--- config.mk ---
export PLATFORM = sky130hd
export DESIGN_NAME = bk_multiword_adder
export DESIGN_NICKNAME = d
export VERILOG_FILES = /design/src/rtl/bk_multiword_adder.sv
export SDC_FILE = /design/constraint.sdc
export NUM_CORES = 1
export LEC_CHECK = 0
export CORE_MARGIN = 3
export CORE_UTILIZATION = 51
export CTS_CLUSTER_DIAMETER = 40
export DETAILED_ROUTE_END_ITERATION = 16
export GPL_TIMING_DRIVEN = 0
export PLACE_DENSITY = 0.81
export SLEW_MARGIN = 20
export SYNTH_ARGS = -nofsm -noshare
export SYNTH_HDL_FRONTEND = slang
export SYNTH_SLANG_ARGS = --single-unit
--- constraint.sdc ---
create_clock -name clk -period 5.3 [get_ports clk]
set_clock_uncertainty 0.2 [all_clocks]
set_input_delay 0.795 -clock clk [delete_from_list [all_inputs] [get_ports clk]]
set_output_delay 0.795 -clock clk [all_outputs]
set_load 0.02 [all_outputs]
--- src/rtl/bk_multiword_adder.sv ---
// bk_multiword_adder: sequential WORDS x 16-bit adder. A single combinational 16-bit
// Brent-Kung slice is reused once per cycle. Each slice's carry-out is registered and
// becomes the carry-in of the next slice.
//
// Optional feature macro: BKW_OVERFLOW_EN. When it is defined, the signed-overflow
// output ovf is present.
//
// Ports:
//   clk, rst_n           rising-edge clock, asynchronous active-low reset
//   in_valid / in_ready  operand handshake; in_ready is high only in IDLE
//   a, b, cin            W-bit operands and carry-in, sampled on the accept cycle
//   out_valid/out_ready  result handshake; out_valid is high only in DONE
//   sum, cout            registered result, {cout, sum} = a + b + cin
//   busy                 high in RUN or DONE
//   ovf                  signed overflow (BKW_OVERFLOW_EN only)
module bk_multiword_adder #(
    parameter int unsigned WORDS = 4
) (
    input  logic                  clk,
    input  logic                  rst_n,
    input  logic                  in_valid,
    output logic                  in_ready,
    input  logic [16*WORDS-1:0]   a,
    input  logic [16*WORDS-1:0]   b,
    input  logic                  cin,
    output logic                  out_valid,
    input  logic                  out_ready,
    output logic [16*WORDS-1:0]   sum,
    output logic                  cout,
    output logic                  busy
`ifdef BKW_OVERFLOW_EN
    ,
    output logic                  ovf
`endif
);

    localparam int unsigned W    = 16 * WORDS;
    localparam int unsigned IdxW = $clog2(WORDS);

    localparam logic [1:0] StIdle = 2'd0;
    localparam logic [1:0] StRun  = 2'd1;
    localparam logic [1:0] StDone = 2'd2;

    logic [1:0]      state_q, state_d;
    logic [IdxW-1:0] idx_q, idx_d;
    logic            carry_q, carry_d;
    logic [W-1:0]    a_q, a_d, b_q, b_d;
    logic [W-1:0]    sum_q, sum_d;
    logic            cout_q, cout_d;
`ifdef BKW_OVERFLOW_EN
    logic            ovf_q, ovf_d;
`endif

    // Slice operands selected by the current index; {idx, 4'b0} is 16*idx.
    logic [15:0] sl_a, sl_b, sl_sum;
    logic        sl_cout;
    logic        last;

    assign sl_a = a_q[{idx_q, 4'b0000} +: 16];
    assign sl_b = b_q[{idx_q, 4'b0000} +: 16];
    assign last = (idx_q == IdxW'(WORDS - 1));

    // 16-bit Brent-Kung slice. The carry-in is folded into bit 0's generate, so every
    // prefix generate gg[i] is the carry out of bit i.
    logic [15:0] bk_p, gg, gp;

    always_comb begin
        bk_p  = sl_a ^ sl_b;
        gg    = sl_a & sl_b;
        gg[0] = gg[0] | (bk_p[0] & carry_q);
        gp    = bk_p;
        // Up-sweep: build power-of-two group terms.
        for (int d = 1; d < 16; d = d * 2) begin
            for (int i = 2 * d - 1; i < 16; i = i + 2 * d) begin
                gg[i] = gg[i] | (gp[i] & gg[i-d]);
                gp[i] = gp[i] & gp[i-d];
            end
        end
        // Down-sweep: fill in the remaining prefixes.
        for (int d = 4; d >= 1; d = d / 2) begin
            for (int i = 3 * d - 1; i < 16; i = i + 2 * d) begin
                gg[i] = gg[i] | (gp[i] & gg[i-d]);
            end
        end
        sl_sum  = bk_p ^ {gg[14:0], carry_q};
        sl_cout = gg[15];
    end

    always_comb begin
        state_d = state_q;
        idx_d   = idx_q;
        carry_d = carry_q;
        a_d     = a_q;
        b_d     = b_q;
        sum_d   = sum_q;
        cout_d  = cout_q;
`ifdef BKW_OVERFLOW_EN
        ovf_d   = ovf_q;
`endif
        case (state_q)
            StIdle: begin
                if (in_valid) begin
                    a_d     = a;
                    b_d     = b;
                    carry_d = cin;
                    idx_d   = '0;
                    state_d = StRun;
                end
            end
            StRun: begin
                sum_d[{idx_q, 4'b0000} +: 16] = sl_sum;
                carry_d = sl_cout;
                idx_d   = idx_q + 1'b1;
                if (last) begin
                    cout_d  = sl_cout;
`ifdef BKW_OVERFLOW_EN
                    // Carry into the MSB xor carry out of the MSB.
                    ovf_d   = a_q[W-1] ^ b_q[W-1] ^ sl_sum[15] ^ sl_cout;
`endif
                    idx_d   = '0;
                    state_d = StDone;
                end
            end
            StDone: begin
                if (out_ready) begin
                    state_d = StIdle;
                end
            end
            default: state_d = StIdle;
        endcase
    end

    always_ff @(posedge clk or negedge rst_n) begin
        if (!rst_n) begin
            state_q <= StIdle;
            idx_q   <= '0;
            carry_q <= 1'b0;
            a_q     <= '0;
            b_q     <= '0;
            sum_q   <= '0;
            cout_q  <= 1'b0;
`ifdef BKW_OVERFLOW_EN
            ovf_q   <= 1'b0;
`endif
        end else begin
            state_q <= state_d;
            idx_q   <= idx_d;
            carry_q <= carry_d;
            a_q     <= a_d;
            b_q     <= b_d;
            sum_q   <= sum_d;
            cout_q  <= cout_d;
`ifdef BKW_OVERFLOW_EN
            ovf_q   <= ovf_d;
`endif
        end
    end

    // Handshake outputs decode the state register only.
    assign in_ready  = (state_q == StIdle);
    assign out_valid = (state_q == StDone);
    assign busy      = (state_q != StIdle);
    assign sum       = sum_q;
    assign cout      = cout_q;
`ifdef BKW_OVERFLOW_EN
    assign ovf       = ovf_q;
`endif

endmodule

==> results of run 1 <==
metal layers:
metal | part of all wire, % | vias up | track usage, %
met3 | 8.4 | 54 | 7.268
li1 | - | 3316 | -
met2 | 49 | 318 | 45.50
met1 | 39 | 3614 | 35.09
met4 | 3.1 | 2 | 11.25
met5 | 0.044 | - | 0
per-stage QoR:
stage / area (sq um) / power (mW) / util, % / hold WS [ns]
6_report: 11780 / 7.822 / 70.27 / 0.07814
5_1_grt: 11780 / 8.307 / 70.27 / 0.09490
4_1_cts: 11780 / 7.800 / 70.27 / 0.08914
3_5_place_dp: 11170 / 6.418 / 66.65 / 0.2604
3_3_place_gp: 11110 / 6.246 / 66.29 / 0.2530
2_1_floorplan: 8833 / 4.916 / - / 0.2403
cell usage in the layout (no fill, tap or decap), drive strengths merged, types with 5 or more instances in the layout:
master         count
nand2            440
a21oi              8
dfrtp            198
nor2              10
nand2b             6
buf               24
fa                 9
a22o              24
o21ai             48
ha                20
xnor2              5
clkbuf            43
inv               14
clkdlybuf4s50    199
mux4              32
kinds of logic (layout without fill, tap and decap cells):
kind of cell    after synthesis  after routing  synth area share (%)
xor+xnor                      7              7                0.6941
compound gates               92             92                 6.997
simple gates                466            466                 20.40
fa+ha+maj                    29             29                 4.872
flops                       198            198                 56.09
buf+inv                      55            288                 2.790
mux                          32             32                 8.159
worst paths after layout:
kind | from | to | slack [ns] | cells after the start
hold reg to reg | a_q[10]$_DFFE_PN0P_ | a_q[10]$_DFFE_PN0P_ | 0.27 | 2
max in group asynchronous | rst_n | a_q[46]$_DFFE_PN0P_ | 4.08 | 2
setup / recovery | idx_q[0]$_DFFE_PN0P_ | sum[9]$_DFFE_PN0P_ | 0.57 | 13
min in group clk | a_q[10]$_DFFE_PN0P_ | a_q[10]$_DFFE_PN0P_ | 0.27 | 2
hold / removal | rst_n | sum[0]$_DFFE_PN0P_ | 0.08 | 1
setup reg to reg | idx_q[0]$_DFFE_PN0P_ | sum[9]$_DFFE_PN0P_ | 0.57 | 13
power by group:
group / internal (mW) / total [mW] / switching, mW
sequential: 2.09 / 2.43 / 0.341
combinational: 1.55 / 4.04 / 2.49
clock: 0.770 / 1.35 / 0.578
total: 4.41 / 7.82 / 3.41
state kept, by name, indices dropped and copies added, names as in the netlist:
signal and cells:
idx_q 2, cout 1, sum 64, state_q 2
a_q 64, carry_q 1, b_q 64
Yosys cell counts, drive strengths merged:
cell type	instances	area, sq um
a211oi	2	15.01
o31ai	2	15.01
fa	9	180.2
clkbuf	22	82.58
nand4	3	18.77
a21o	4	30.03
nor2	10	37.54
dfrtp	198	4955
nand3b	1	7.510
o21a	1	7.510
inv	12	45.04
nand2	440	1659
xnor2	5	43.79
and2b	1	7.510
a21boi	1	7.510
mux4	32	720.7
a22o	24	210.2
nor2b	1	6.260
nand3	1	5.000
o211ai	2	15.01
nand2b	6	37.54
a21oi	8	40.04
ha	20	250.2
o21ai	48	277.8
or3	1	6.260
buf	21	118.9
xor2	2	17.52
and2	1	6.260
nor3	1	10.01
critical path, cell delays in order (launching register included):
cell      delay [ns]
dfrtp_1         0.43
buf_2           0.34
buf_2           0.41
mux4_2          0.61
fa_1            0.40
inv_1           0.08
fa_1            0.22
nand2b_1        0.15
a21o_1          0.18
nor2b_1         0.23
o21ai_0         0.15
fa_1            0.39
xnor2_1         0.58
o21ai_0         0.21
layout make-up:
class	count	area, sq um	share of cell area, %
Buffer	43	201.4	1.710
Clock buffer	21	460.4	3.910
Clock inverter	10	146.4	1.243
Inverter	12	45.04	0.3825
Multi-Input combinational cell	626	3632	30.84
Sequential cell	198	4955	42.07
Tap cell	220	275.3	2.337
Timing Repair Buffer	202	2062	17.51
==> run metrics, run 1 <==
worst path required time 5.39 ns; clock latency on the worst-skew pair 0.44 ns; initial core utilization 52.71%; number of port buffers 200; Mapped Cells 879; Resize count post-CTS 0; initial antenna violation count 1; number of buffers created by CTS 17; number of global-route vias before repair 7481; via count 7304; post-CTS setup buffer count 0; CTS tree yes; first-pass GRT wire length 38.84 mm; Worst setup EP type register; GRT Overall Usage 27.69%; fmax 0.2113 GHz; dpl ws 0.6073 ns; Syn Nets 1041; die area 0.01894 sq mm; layout cells sized above 1 8.633%; leakage 5.676 nW; Final ANT Viol Nets 0; DRT iter0 DRCs 503; router iterations before antenna repair 5; Vias per Instance 5.483; DRC Markers 0; hold crit path type input pin to asynchronous set/reset pin; Ys Warns 0; Cell Pwr Density 664.1 mW/mm^2; final worst slack 0.5675 ns; Crit Path Class register to register; max_slew headroom 54.09%; area grow syn2layout 33.33%; Slew Viols, Final 0; CTS Root Buffer Type clkbuf_16; worst ir drop on vdd 0.3377 mV; number of top-level pins 201; Final #Nets 1262; CP Max Fanout 10; Fill cells 1273; setup TNS 0 ns; Worst Setup Start Kind register; largest net degree at the start of global routing 77; Post-Syn Area 0.008833 sq mm; Routability Congestion 0.8645; number of diodes 0; final hold violations 0; Routed wire per std cell 18.90 microns; core footprint 0.01676 sq mm; max_cap viols 0; dpl cells 1301; Post-Route WL 25.18 mm; # hold bufs at CTS 0; Yosys reg bits 198; Arr. time, crit path 4.82 ns; Die Y 137.6 microns; Distinct cells, synth 34; H-tree depth 4; clk sinks 198; std cell rows 47; final worst-path cycle share 89.29%; grt ovf 0; Syn Area/Cell 10.05 sq um; die width 137.6 microns; post-synthesis sequential area ratio 56.09%; clk buf depth 2; Tmin final 4.733 ns; RSZ-0062 raised after global routing false; Reg clk slew, reported paths 0.07 ns; Layout Cells excl Fill 1332; final setup fails 0; Worst Max-Slew Pin Slew 0.6837 ns; status complete, no violations; hpwl dp 18.65 mm
(Power assumes the default switching activity.)
==> run 2, diff against run 1 <==
clock period = 4.7 ns   (was 5.3 ns; I/O delays follow)
==> run 2 against run 1 <==
  * Global-route usage barely moved
  * Wire length is 0.15% higher
  * Total power rose by 14%
  * Clock-buffer cell count unchanged
  * Sequential power grew 13%
  * Sequential cell count stayed put
==> run metrics, run 2 (synthesis results as in run 1) <==
number of buffers created by CTS 17; GRT Overall Usage 27.70%; status complete, no violations; reg2reg path depth 13; Final ANT Viol Nets 0; router iterations before antenna repair 5; layout cells sized above 1 8.895%; initial core utilization 52.71%; most frequent CP cell fa_1; number of global-route vias before repair 7482; clock latency on the worst-skew pair 0.44 ns; reg2reg end sum[9]$_DFFE_PN0P_; Crit Path Class register to register; clk buf depth 2; die width 137.6 microns; CP Max Fanout 10; Crit path max-delay family adder cells; critical path's largest stage delay 0.59 ns; post-CTS setup buffer count 0; RSZ-0062 raised after global routing false; core footprint 0.01676 sq mm; worst r2r src idx_q[0]$_DFFE_PN0P_; grt ovf 0; dpl cells 1301; DP Area 0.01117 sq mm; Slew Viols, Final 0; die area 0.01894 sq mm; critical-path cell list clkbuf_4, clkbuf_4, mux4_2, fa_1, inv_1, fa_1, nand2b_1, a21o_1, nor2b_1, o21ai_0, fa_1, xnor2_2, o21ai_0; Arr. time, crit path 4.48 ns; via count 7291; DRC Markers 0; sw frac 43.40%; Clk pwr share 17.0%; Reg clk slew, reported paths 0.07 ns; H-tree depth 4; first-pass GRT wire length 38.83 mm; NetSw 3.864 mW; Fill cells 1268; Combinational Power Share 52.1%; fmax 0.2283 GHz; Worst Setup Start Kind register; Worst Setup SP idx_q[0]$_DFFE_PN0P_; Layout Cells excl Fill 1333; final hold violations 0; crit path max-delay cell type mux4_2; commonest non-fill, non-tap cell in the layout nand2_1; Post-Route WL 25.22 mm; DRT iter0 DRCs 604; number of top-level pins 201; worst path required time 4.80 ns; final setup fails 0; std cell rows 47; clk sinks 198; register-to-register setup slack 0.32 ns; max_slew headroom 54.06%; largest net degree at the start of global routing 77; most frequent cells in the layout nand2_1 (439), clkdlybuf4s50_1 (199), dfrtp_1 (198); Reg power frac 30.8%; worst ir drop on vdd 0.3793 mV; Worst Max-Slew Pin Slew 0.6891 ns; Final #Nets 1263; crit path to sum[9]$_DFFE_PN0P_; leakage 5.695 nW; Worst setup EP type register; Routed wire per std cell 18.92 microns; area grow syn2layout 33.75%; CTS tree yes; number of diodes 0; Tmin final 4.380 ns; CTS Root Buffer Type clkbuf_16; hpwl dp 18.65 mm; Cell Pwr Density 753.5 mW/mm^2; worst path bufs/invs 3; final worst-path cycle share 93.19%; hold crit path type register to register; Routability Congestion 0.8645; initial antenna violation count 1; setup TNS 0 ns; Vias per Instance 5.470; max_cap viols 0; Die Y 137.6 microns; number of port buffers 200; Internal Power 5.039 mW; Hold WS 0.2757 ns; design area 0.01182 sq mm; WP depth 13
## run 2: changes by cell type in the layout (fill, tap and decap cells not counted), sizes merged
cell         delta
buf             -2
clkbuf          +2
dlygate4sd3     +1
## run 2: layout make-up
class	count	area, sq um	share of cell area (%)
Tap cell	220	275.3	2.330
Clock buffer	21	460.4	3.897
Timing Repair Buffer	203	2072	17.54
Clock inverter	10	146.4	1.239
Multi-Input combinational cell	626	3655	30.93
Inverter	12	45.04	0.3812
Sequential cell	198	4955	41.94
Buffer	43	206.4	1.747
## run 2: how the worst min path moves through the flow
| stage | startpoint | endpoint | slack [ns] | cells past startpoint |
|---|---|---|---|---|
| global placement | b_q[37]$_DFFE_PN0P_ | b_q[37]$_DFFE_PN0P_ | 0.25 | 2 |
| global route | a_q[61]$_DFFE_PN0P_ | a_q[61]$_DFFE_PN0P_ | 0.30 | 2 |
| detailed placement | b_q[44]$_DFFE_PN0P_ | b_q[44]$_DFFE_PN0P_ | 0.26 | 2 |
| finish | a_q[11]$_DFFE_PN0P_ | a_q[11]$_DFFE_PN0P_ | 0.28 | 2 |
| CTS | a_q[61]$_DFFE_PN0P_ | a_q[61]$_DFFE_PN0P_ | 0.28 | 2 |
| floorplan | rst_n | a_q[0]$_DFFE_PN0P_ | 0.21 | 0 |
## run 2: routing by layer
| layer | routed length (microns) | global-route usage [%] |
|---|---|---|
| met1 | 9712 | 35.27 |
| met5 | 11 | 0 |
| met3 | 2219 | 6.976 |
| met2 | 12440 | 45.31 |
| met4 | 832 | 11.75 |
## run 2: power groups by stage
| stage | combinational [mW] | sequential (mW) | clock, mW |
|---|---|---|---|
| final | 4.64 | 2.74 | 1.52 |
| after global routing | 5.05 | 2.81 | 1.60 |
| after CTS | 4.57 | 2.73 | 1.52 |
| after detailed placement | 4.49 | 2.75 | 0 |
| after global placement | 4.32 | 2.72 | 0 |
| after floorplan | 2.78 | 2.76 | 0 |
## run 2: timing repair
action / 4_1_cts / 5_1_grt
hold endpoints to repair: 1 / 0
hold buffers: 1 / 0
setup endpoints to repair: 3 / 15
gates resized for setup: 1 / 4
## run 2: worst register-to-register path, stage by stage (launching register included)
cell      delay (ns)
dfrtp_1         0.43
clkbuf_4        0.29
clkbuf_4        0.32
mux4_2          0.60
fa_1            0.41
inv_1           0.07
fa_1            0.22
nand2b_1        0.15
a21o_1          0.18
nor2b_1         0.23
o21ai_0         0.15
fa_1            0.42
xnor2_2         0.39
o21ai_0         0.17
## run 2: stage by stage
step	setup WS [ns]	total power, mW	util (%)
final	0.3200	8.902	70.50
after floorplan	0.9277	5.543	-
after global placement	-5.241	7.043	66.29
after detailed placement	0.007278	7.237	66.65
after CTS	0.05440	8.824	70.38
after global routing	0.03079	9.454	70.50
